--- src/rtl/router_ctrl.sv ---
// Router packet-steering controller: FSM that sequences header/payload/parity writes into three FIFOs.
// Define ROUTER_CTRL_TIMEOUT_EN to add per-FIFO idle-read timeout flushes on soft_reset.

`ifdef ROUTER_CTRL_TIMEOUT_EN
module router_timeout (
    input  logic clock,
    input  logic resetn,
    input  logic vld,
    input  logic rd,
    output logic soft_reset
);
    logic [4:0] cnt;

    // Flush fires on the 30th consecutive cycle of data sitting unread
    always_ff @(posedge clock) begin
        if (!resetn) begin
            cnt        <= '0;
            soft_reset <= 1'b0;
        end else begin
            soft_reset <= 1'b0;
            if (vld && !rd) begin
                if (cnt == 5'd29) begin
                    cnt        <= '0;
                    soft_reset <= 1'b1;
                end else begin
                    cnt <= cnt + 5'd1;
                end
            end else begin
                cnt <= '0;
            end
        end
    end
endmodule
`endif

module router_ctrl (
    input  logic       clock,
    input  logic       resetn,
    input  logic       pkt_valid,
    input  logic [7:0] data_in,
    input  logic [2:0] empty,
    input  logic [2:0] full,
    input  logic [2:0] read_enb,
    input  logic       parity_done,
    input  logic       low_pkt_valid,
    output logic [2:0] write_enb,
    output logic [2:0] soft_reset,
    output logic [2:0] vld_out,
    output logic       detect_add,
    output logic       lfd_state,
    output logic       ld_state,
    output logic       laf_state,
    output logic       full_state,
    output logic       rst_int_reg,
    output logic       busy,
    output logic       fifo_full
);
    typedef enum logic [2:0] {
        DECODE_ADDRESS     = 3'd0,
        LOAD_FIRST_DATA    = 3'd1,
        LOAD_DATA          = 3'd2,
        FIFO_FULL_STATE    = 3'd3,
        LOAD_AFTER_FULL    = 3'd4,
        LOAD_PARITY        = 3'd5,
        CHECK_PARITY_ERROR = 3'd6,
        WAIT_TILL_EMPTY    = 3'd7
    } state_t;

    state_t     state, next_state;
    logic [1:0] addr_reg;
    logic [1:0] hdr_addr;
    logic       hdr_empty;
    logic       reg_empty;
    logic       sel_soft_reset;
    logic [2:0] addr_onehot;
    logic       unused_data;

    assign hdr_addr    = data_in[1:0];
    assign unused_data = ^data_in[7:2];
    assign vld_out     = ~empty;

`ifdef ROUTER_CTRL_TIMEOUT_EN
    router_timeout u_timeout [2:0] (
        .clock      (clock),
        .resetn     (resetn),
        .vld        (vld_out),
        .rd         (read_enb),
        .soft_reset (soft_reset)
    );

    always_comb begin
        case (addr_reg)
            2'd0:    sel_soft_reset = soft_reset[0];
            2'd1:    sel_soft_reset = soft_reset[1];
            2'd2:    sel_soft_reset = soft_reset[2];
            default: sel_soft_reset = 1'b0;
        endcase
    end
`else
    logic unused_read_enb;
    assign unused_read_enb = ^read_enb;
    assign soft_reset      = 3'b000;
    assign sel_soft_reset  = 1'b0;
`endif

    // Per-address selects; address 3 maps to no FIFO
    always_comb begin
        case (hdr_addr)
            2'd0:    hdr_empty = empty[0];
            2'd1:    hdr_empty = empty[1];
            2'd2:    hdr_empty = empty[2];
            default: hdr_empty = 1'b0;
        endcase
    end

    always_comb begin
        reg_empty   = 1'b0;
        fifo_full   = 1'b0;
        addr_onehot = 3'b000;
        case (addr_reg)
            2'd0: begin reg_empty = empty[0]; fifo_full = full[0]; addr_onehot = 3'b001; end
            2'd1: begin reg_empty = empty[1]; fifo_full = full[1]; addr_onehot = 3'b010; end
            2'd2: begin reg_empty = empty[2]; fifo_full = full[2]; addr_onehot = 3'b100; end
            default: ;
        endcase
    end

    always_ff @(posedge clock) begin
        if (!resetn)
            addr_reg <= 2'd0;
        else if (state == DECODE_ADDRESS && pkt_valid)
            addr_reg <= hdr_addr;
    end

    always_ff @(posedge clock) begin
        if (!resetn)
            state <= DECODE_ADDRESS;
        else
            state <= next_state;
    end

    always_comb begin
        next_state = state;
        case (state)
            DECODE_ADDRESS:
                if (pkt_valid && hdr_addr != 2'd3)
                    next_state = hdr_empty ? LOAD_FIRST_DATA : WAIT_TILL_EMPTY;
            LOAD_FIRST_DATA:
                next_state = LOAD_DATA;
            LOAD_DATA:
                if (fifo_full)       next_state = FIFO_FULL_STATE;
                else if (!pkt_valid) next_state = LOAD_PARITY;
            FIFO_FULL_STATE:
                if (!fifo_full) next_state = LOAD_AFTER_FULL;
            LOAD_AFTER_FULL:
                if (parity_done)        next_state = DECODE_ADDRESS;
                else if (low_pkt_valid) next_state = LOAD_PARITY;
                else                    next_state = LOAD_DATA;
            LOAD_PARITY:
                next_state = CHECK_PARITY_ERROR;
            CHECK_PARITY_ERROR:
                next_state = fifo_full ? FIFO_FULL_STATE : DECODE_ADDRESS;
            WAIT_TILL_EMPTY:
                if (reg_empty) next_state = LOAD_FIRST_DATA;
            default:
                next_state = DECODE_ADDRESS;
        endcase
        // A flush of the FIFO being written abandons the packet
        if (sel_soft_reset)
            next_state = DECODE_ADDRESS;
    end

    // Outputs are held at their idle values while resetn is low, before the reset edge lands
    always_comb begin
        detect_add  = 1'b1;
        lfd_state   = 1'b0;
        ld_state    = 1'b0;
        laf_state   = 1'b0;
        full_state  = 1'b0;
        rst_int_reg = 1'b0;
        busy        = 1'b0;
        write_enb   = 3'b000;
        if (resetn) begin
            detect_add  = (state == DECODE_ADDRESS);
            lfd_state   = (state == LOAD_FIRST_DATA);
            ld_state    = (state == LOAD_DATA);
            laf_state   = (state == LOAD_AFTER_FULL);
            full_state  = (state == FIFO_FULL_STATE);
            rst_int_reg = (state == CHECK_PARITY_ERROR);
            busy        = !(state == DECODE_ADDRESS || state == LOAD_DATA);
            if (state inside {LOAD_FIRST_DATA, LOAD_DATA, LOAD_AFTER_FULL, LOAD_PARITY})
                write_enb = addr_onehot;
        end
    end
endmodule

--- config.mk ---
export PLATFORM = sky130hd
export DESIGN_NAME = router_ctrl
export DESIGN_NICKNAME = d
export VERILOG_FILES = /design/src/rtl/router_ctrl.sv
export SDC_FILE = /design/constraint.sdc
export NUM_CORES = 1
export LEC_CHECK = 0
export BUFFER_PORTS_ARGS = -buffer_cell sky130_fd_sc_hd__buf_2
export CAP_MARGIN = 10
export CORE_MARGIN = 2
export CORE_UTILIZATION = 37
export CTS_BUF_LIST = sky130_fd_sc_hd__clkbuf_4 sky130_fd_sc_hd__clkbuf_8
export DETAILED_ROUTE_END_ITERATION = 6
export PLACE_DENSITY = 0.86
export REMOVE_ABC_BUFFERS = 1
export SLEW_MARGIN = 40
export SYNTH_ARGS = -nofsm -noshare
export SYNTH_HDL_FRONTEND = slang
export SYNTH_SLANG_ARGS = --single-unit
--- constraint.sdc ---
create_clock -name clock -period 1.4 [get_ports clock]
set_input_delay 0.28 -clock clock [delete_from_list [all_inputs] [get_ports clock]]
set_output_delay 0.28 -clock clock [all_outputs]
set_load 0.05 [all_outputs]
==> results of run 1 <==
-- kinds of logic (layout without fill, tap and decap cells) --
group	count (synthesis)	in the layout
AOI/OAI and AO/OA	20	20
buffers and inverters	13	53
DFF	5	5
muxes	4	4
other	1	3
and+or+nand+nor	35	35
-- final timing paths --
kind | start | endpoint | slack, ns | cells past startpoint
max | addr_reg[1]$_SDFFE_PN0P_ | state[1]$_SDFFE_PN0P_ | -0.24 | 4
min | data_in[0] | addr_reg[0]$_SDFFE_PN0P_ | 0.40 | 3
max reg2reg | addr_reg[1]$_SDFFE_PN0P_ | state[1]$_SDFFE_PN0P_ | -0.24 | 4
min reg2reg | addr_reg[0]$_SDFFE_PN0P_ | addr_reg[0]$_SDFFE_PN0P_ | 0.76 | 3
-- power by group --
group / total, uW / switching, uW / internal, uW
logic: 1720 / 961 / 758
registers: 315 / 96.1 / 219
clock network: 193 / 65.4 / 128
total: 2230 / 1120 / 1100
-- area by class of cell --
type                       instances  area, sq um  area share (%)
tap                               15        18.77           1.734
clock buffer                       4        30.03           2.775
timing repair buffer              45        364.1           33.64
inverter                           4        15.01           1.387
sequential                         5        115.1           10.64
multi-input combinational         62        539.3           49.83
-- per-stage QoR --
stage / setup slack, ns / utilization (%) / hold WS [ns] / instances
floorplan: -0.9076 / - / 0.4112 / 71
global placement: -0.1376 / 56.85 / 0.5892 / 127
detailed placement: -0.1904 / 56.85 / 0.5986 / 127
CTS: -0.1802 / 77.96 / 0.3381 / 135
global route: -0.2749 / 81.14 / 0.4089 / 135
finish: -0.2412 / 81.14 / 0.3964 / 135
-- worst min-delay path: stages --
cell and delay (ns):
buf_2 0.13, nand3_1 0.08, a21boi_0 0.10
-- layout by cell type, fill, tap and decap left out, types with 4 or more instances in the layout --
| cell | Yosys | final |
|---|---|---|
| buf_2 | 1 | 15 |
| buf_4 | 3 | 15 |
| buf_6 | 1 | 13 |
| nand2_1 | 7 | 6 |
| nand2b_4 | 0 | 5 |
| nand3b_1 | 4 | 4 |
| inv_1 | 4 | 4 |
| nor2_4 | 0 | 4 |
| dfxtp_4 | 0 | 4 |
| clkbuf_4 | 0 | 4 |
-- routing by layer --
metal  part of all wire (%)  up-vias  global-route usage (%)
met3                    8.5       16                   5.603
li1                       -      358                       -
met4                    5.7        0                   15.00
met5                      0        -                       0
met2                     51       73                   45.23
met1                     35      385                   23.59
-- repair_timing --
action / 4_1_cts / 5_1_grt
gates cloned: 0 / 0
hold buffers: 0 / 0
endpoints found under the setup margin: 14 / 16
gates resized for setup: 61 / 10
buffers inserted: 4 / 2
pin swaps: 12 / 5
==> impl_metrics.yaml, run 1 <==
power_and_ir_drop:
  finalPower_uw: 2226
  power.density_nw_per_um2: 2057
  p_leak_uw: 0.0004947
  ir_worst_vdd_mv: 1.133
cells_and_area:
  largest_register_ff_count: 3
  n_antenna_cell: 0
  fillers: 74
  design_area_sq_um: 1082
  fin_nets: 143
  areaGrowthSynthToFinish_pct: 99.31
  drive_above_1_share_pct: 63.33
worst_setup_path:
  slowest_stage: "dfxtp_1"
  critPathArrivalTime_ns: 1.76
  crit_chain: "nand3b_1, o2111a_1, a311o_1, o311a_1"
  cp_slowest_stage_delay_ns: 0.43
  cp_data_required_time_ns: 1.52
  critical-path-top-delay-family: "compound AO/OA/AOI/OAI gates"
  cp_num_buf_inv: 0
  startpoint_type: "register"
  setup.worst_path.class: "register to register"
  cp_max_fo: 5
  end_kind: "register"
hold_path:
  hold_class: "input pin to register"
detailed_routing:
  via_count: 832
  drt_pass1_iterations: 4
  drt_wl_total_um: 2686
  wl_per_cell_um: 19.90
  drtIter0Drc: 28
  route.detailed.drc: 0
  vias_per_cell: 6.163
  antenna_violating_nets_post_route: 0
yosys:
  yosys.area.top_type: "dfxtp_1"
  postSynthAreaPerCell_sq_um: 6.962
  synth_compound_area_share_pct: 25.58
  synth_most_common_cell: "nand2_1"
  synth_cells: 78
  ys_warn_count: 0
  synth.mux.area_fraction_pct: 7.373
  synth_xor_area_share_pct: 0
  async_flop_share_pct: 0
  netlist.area_leader.share_pct: 18.43
  netlist_area_sq_um: 543.0
  synth_edf_count: 0
  synth_top_family_by_area: "simple AND/OR/NAND/NOR gates"
  synthSimpleGateAreaFrac_pct: 35.25
  synth_adder_area_share_pct: 0
  ys.flop_type: "dfxtp_1"
  synth-seq-cells: 5
  ys_types: 30
  synthTopCellsByArea: "dfxtp_1 18%, mux2i_1 7.4%, nand2b_1 5.8%"
  ys_top_cells_by_count: "7 x nand2_1, 5 x dfxtp_1, 5 x nand2b_1, 5 x nor2_1"
  yosysSeqAreaShare_pct: 18.43
timing:
  tns_ns: -1.961
  fin_crit_sh_pct: 117.2
  min_period_ns: 1.641
  drv_slew: 0
  fmax_mhz: 609.3
  hold_viol_final: 0
  clock-skew-final_ns: 0.003644
  finalSetupViolCount: 15
  setup_ws_ns: -0.2412
  rsz0062_at_grt: "true"
grt:
  grt_max_degree: 9
  grt_usage_pct: 24.27
  first_global_vias: 729
  grt_pass1_wl_um: 3256
  antenna_found_initial: 0
  grt_overflow: 0
clocking:
  cts_tree: "built"
  cts_buffers: 3
  cts_buffer_depth: 2
  clk_latency_ns: 0.24
  clk_pin_slew_ns: 0.05
  htreeDepth: 1
  cts-root-buf: "clkbuf_4"
  clkSinkCount: 5
flow_run:
  max_cap_viol_count: 0
placement:
  gp_congestion: 0.8306
  dpl_cell_area_sq_um: 758.2
  io_buffers: 26
  hpwlAfterDp_um: 1257
outcome:
  status: "finished, violations left"
  failed_checks: "negative setup slack"
floorplan:
  initial_core_util_pct: 40.71
  die_area_sq_um: 1790
  die_w_um: 42.31
  rows: 13
  core-area_sq_um: 1334
  die_height_um: 42.31
  io-pin-count: 39
No activity file was read; power rests on OpenSTA's default activity.
==> run 2, diff against run 1 <==
==> constraint.sdc (replaced) <==
create_clock -name clock -period 1.4 [get_ports clock]
set_input_delay 0.14 -clock clock [delete_from_list [all_inputs] [get_ports clock]]
set_output_delay 0.14 -clock clock [all_outputs]
set_load 0.05 [all_outputs]
==> run 2 against run 1 <==
Effect of this change: the run still ends with negative setup slack left; total power down 11%; setup slack better by 0.048 ns; flip-flop and latch count unchanged; via count down 12%; clock skew up 0.0076 ns; largest cell class unchanged; highest routed layer unchanged.
==> impl_metrics.yaml, run 2 (synthesis results as in run 1) <==
detailed_routing:
  antenna_violating_nets_post_route: 0
  wl_per_cell_um: 15.76
  drtIter0Drc: 18
  drt_wl_total_um: 2064
  via_count: 729
  vias_per_cell: 5.565
  route.detailed.drc: 0
  drt_pass1_iterations: 4
timing:
  min_period_ns: 1.593
  clock-skew-final_ns: 0.01125
  drv_slew: 0
  finalHoldWorstSlack_ns: 0.1855
  finalSetupViolCount: 7
  fmax_mhz: 627.7
  rsz0062_at_grt: "true"
  setup_ws_ns: -0.1931
  fin_crit_sh_pct: 113.8
  tns_ns: -0.7994
  hold_viol_final: 0
worst_setup_path:
  end_kind: "output port"
  reg2regPathDepth: 5
  critPathArrivalTime_ns: 1.45
  cp_data_required_time_ns: 1.26
  cpMostUsedCell: "buf_6"
  startpoint_type: "register"
  slowest_stage: "dfxtp_4"
  critical-path-top-delay-family: "simple AND/OR/NAND/NOR gates"
  regToRegEndpoint: "state[0]$_SDFFE_PN0P_"
  cp_num_buf_inv: 2
  setup.worst_path.class: "register to output port"
  cp-startpoint: "state[0]$_SDFFE_PN0P_"
  cp.depth: 5
  critPathCapture: "write_enb[1]"
  r2r-start: "state[0]$_SDFFE_PN0P_"
  crit_chain: "buf_6, o21ai_4, nand3_4, nor3b_2, buf_6"
  r2r_setup_slack_ns: -0.12
  cp_slowest_stage_delay_ns: 0.34
  cp_max_fo: 5
placement:
  gp_congestion: 0.8336
  io_buffers: 26
  dp.cells: 124
  pre_cts_ws_ns: -0.1505
  hpwlAfterDp_um: 1189
  dpl_cell_area_sq_um: 735.7
power_and_ir_drop:
  p_leak_uw: 0.0004563
  power.density_nw_per_um2: 2087
  ir_worst_vdd_mv: 1.253
clocking:
  clkSinkCount: 5
  clk_pin_slew_ns: 0.04
  cts_tree: "built"
  cts_buffer_depth: 2
  cts_buffers: 3
  cts-root-buf: "clkbuf_4"
  clk_latency_ns: 0.26
  htreeDepth: 1
  hold_buffers: 0
grt:
  grt_max_degree: 12
  grt_pass1_wl_um: 3036
  grt_usage_pct: 22.64
  grt_overflow: 0
  antenna_found_initial: 0
  first_global_vias: 673
outcome:
  status: "finished, violations left"
  failed_checks: "negative setup slack"
flow_run:
  max_cap_viol_count: 0
floorplan:
  die_area_sq_um: 1790
  core-area_sq_um: 1334
  initial_core_util_pct: 40.71
  rows: 13
  die_w_um: 42.31
  die_height_um: 42.31
  io-pin-count: 39
cells_and_area:
  stdcell_count: 131
  n_antenna_cell: 0
  fin_nets: 139
  areaGrowthSynthToFinish_pct: 75.58
  final_common_cell: "buf_2"
  largest_register_ff_count: 3
  final_cell_mix: "16 x buf_2, 15 x buf_4, 7 x nand2_1, 7 x buf_6, 6 x clkbuf_4"
  drive_above_1_share_pct: 56.03
  design_area_sq_um: 953.4
hold_path:
  hold_class: "input pin to register"
-- run 2: area by class of cell --
type / instances / area, sq um
sequential: 5 / 107.6
inverter: 4 / 15.01
clock buffer: 4 / 30.03
timing repair buffer: 41 / 301.5
fill: 94 / 380.4
tap: 15 / 18.77
multi-input combinational: 62 / 480.5
-- run 2: power breakdown --
group	internal [uW]	switching, uW
Sequential	207	53.8
Clock	128	79.6
Combinational	649	872
Total	985	1010
-- run 2: worst min-delay path by stage --
stage          startpoint                        to  slack (ns)  depth (start not counted)
6_report       data_in[1]  addr_reg[1]$_SDFFE_PN0P_        0.19                          3
5_1_grt        data_in[1]  addr_reg[1]$_SDFFE_PN0P_        0.22                          3
2_1_floorplan      resetn     state[1]$_SDFFE_PN0P_        0.27                          1
3_5_place_dp   data_in[1]  addr_reg[1]$_SDFFE_PN0P_        0.45                          3
4_1_cts        data_in[0]  addr_reg[0]$_SDFFE_PN0P_        0.19                          3
3_3_place_gp   data_in[1]  addr_reg[1]$_SDFFE_PN0P_        0.43                          3
-- run 2: routing by layer --
metal | routed length (um) | share of wire (%) | GRT usage, %
met4 | 79 | 3.8 | 14.37
met3 | 96 | 4.7 | 5.172
met2 | 1159 | 56 | 41.85
met5 | 0 | 0 | 0
met1 | 728 | 35 | 22.16
-- run 2: stage by stage --
step                utilization, %  power [uW]
global placement             55.16        1283
CTS                          67.07        1808
finish                       71.48        1990
floorplan                        -       971.2
global route                 71.48        2073
detailed placement           55.16        1327
-- run 2: worst reg2reg max path: cells and delay by family (launching register included) --
kind               cells  cell delay, ns
AOI/OAI and AO/OA      2            0.34
muxes                  1            0.17
and+or+nand+nor        2            0.59
DFF                    1            0.34
-- run 2: repair_timing --
| item | 4_1_cts | 5_1_grt |
|---|---|---|
| setup buffers | 3 | 0 |
| pin swaps | 6 | 5 |
| resized for setup | 28 | 19 |
| setup endpoints to repair | 11 | 15 |
| endpoints found under the hold margin | 0 | 0 |
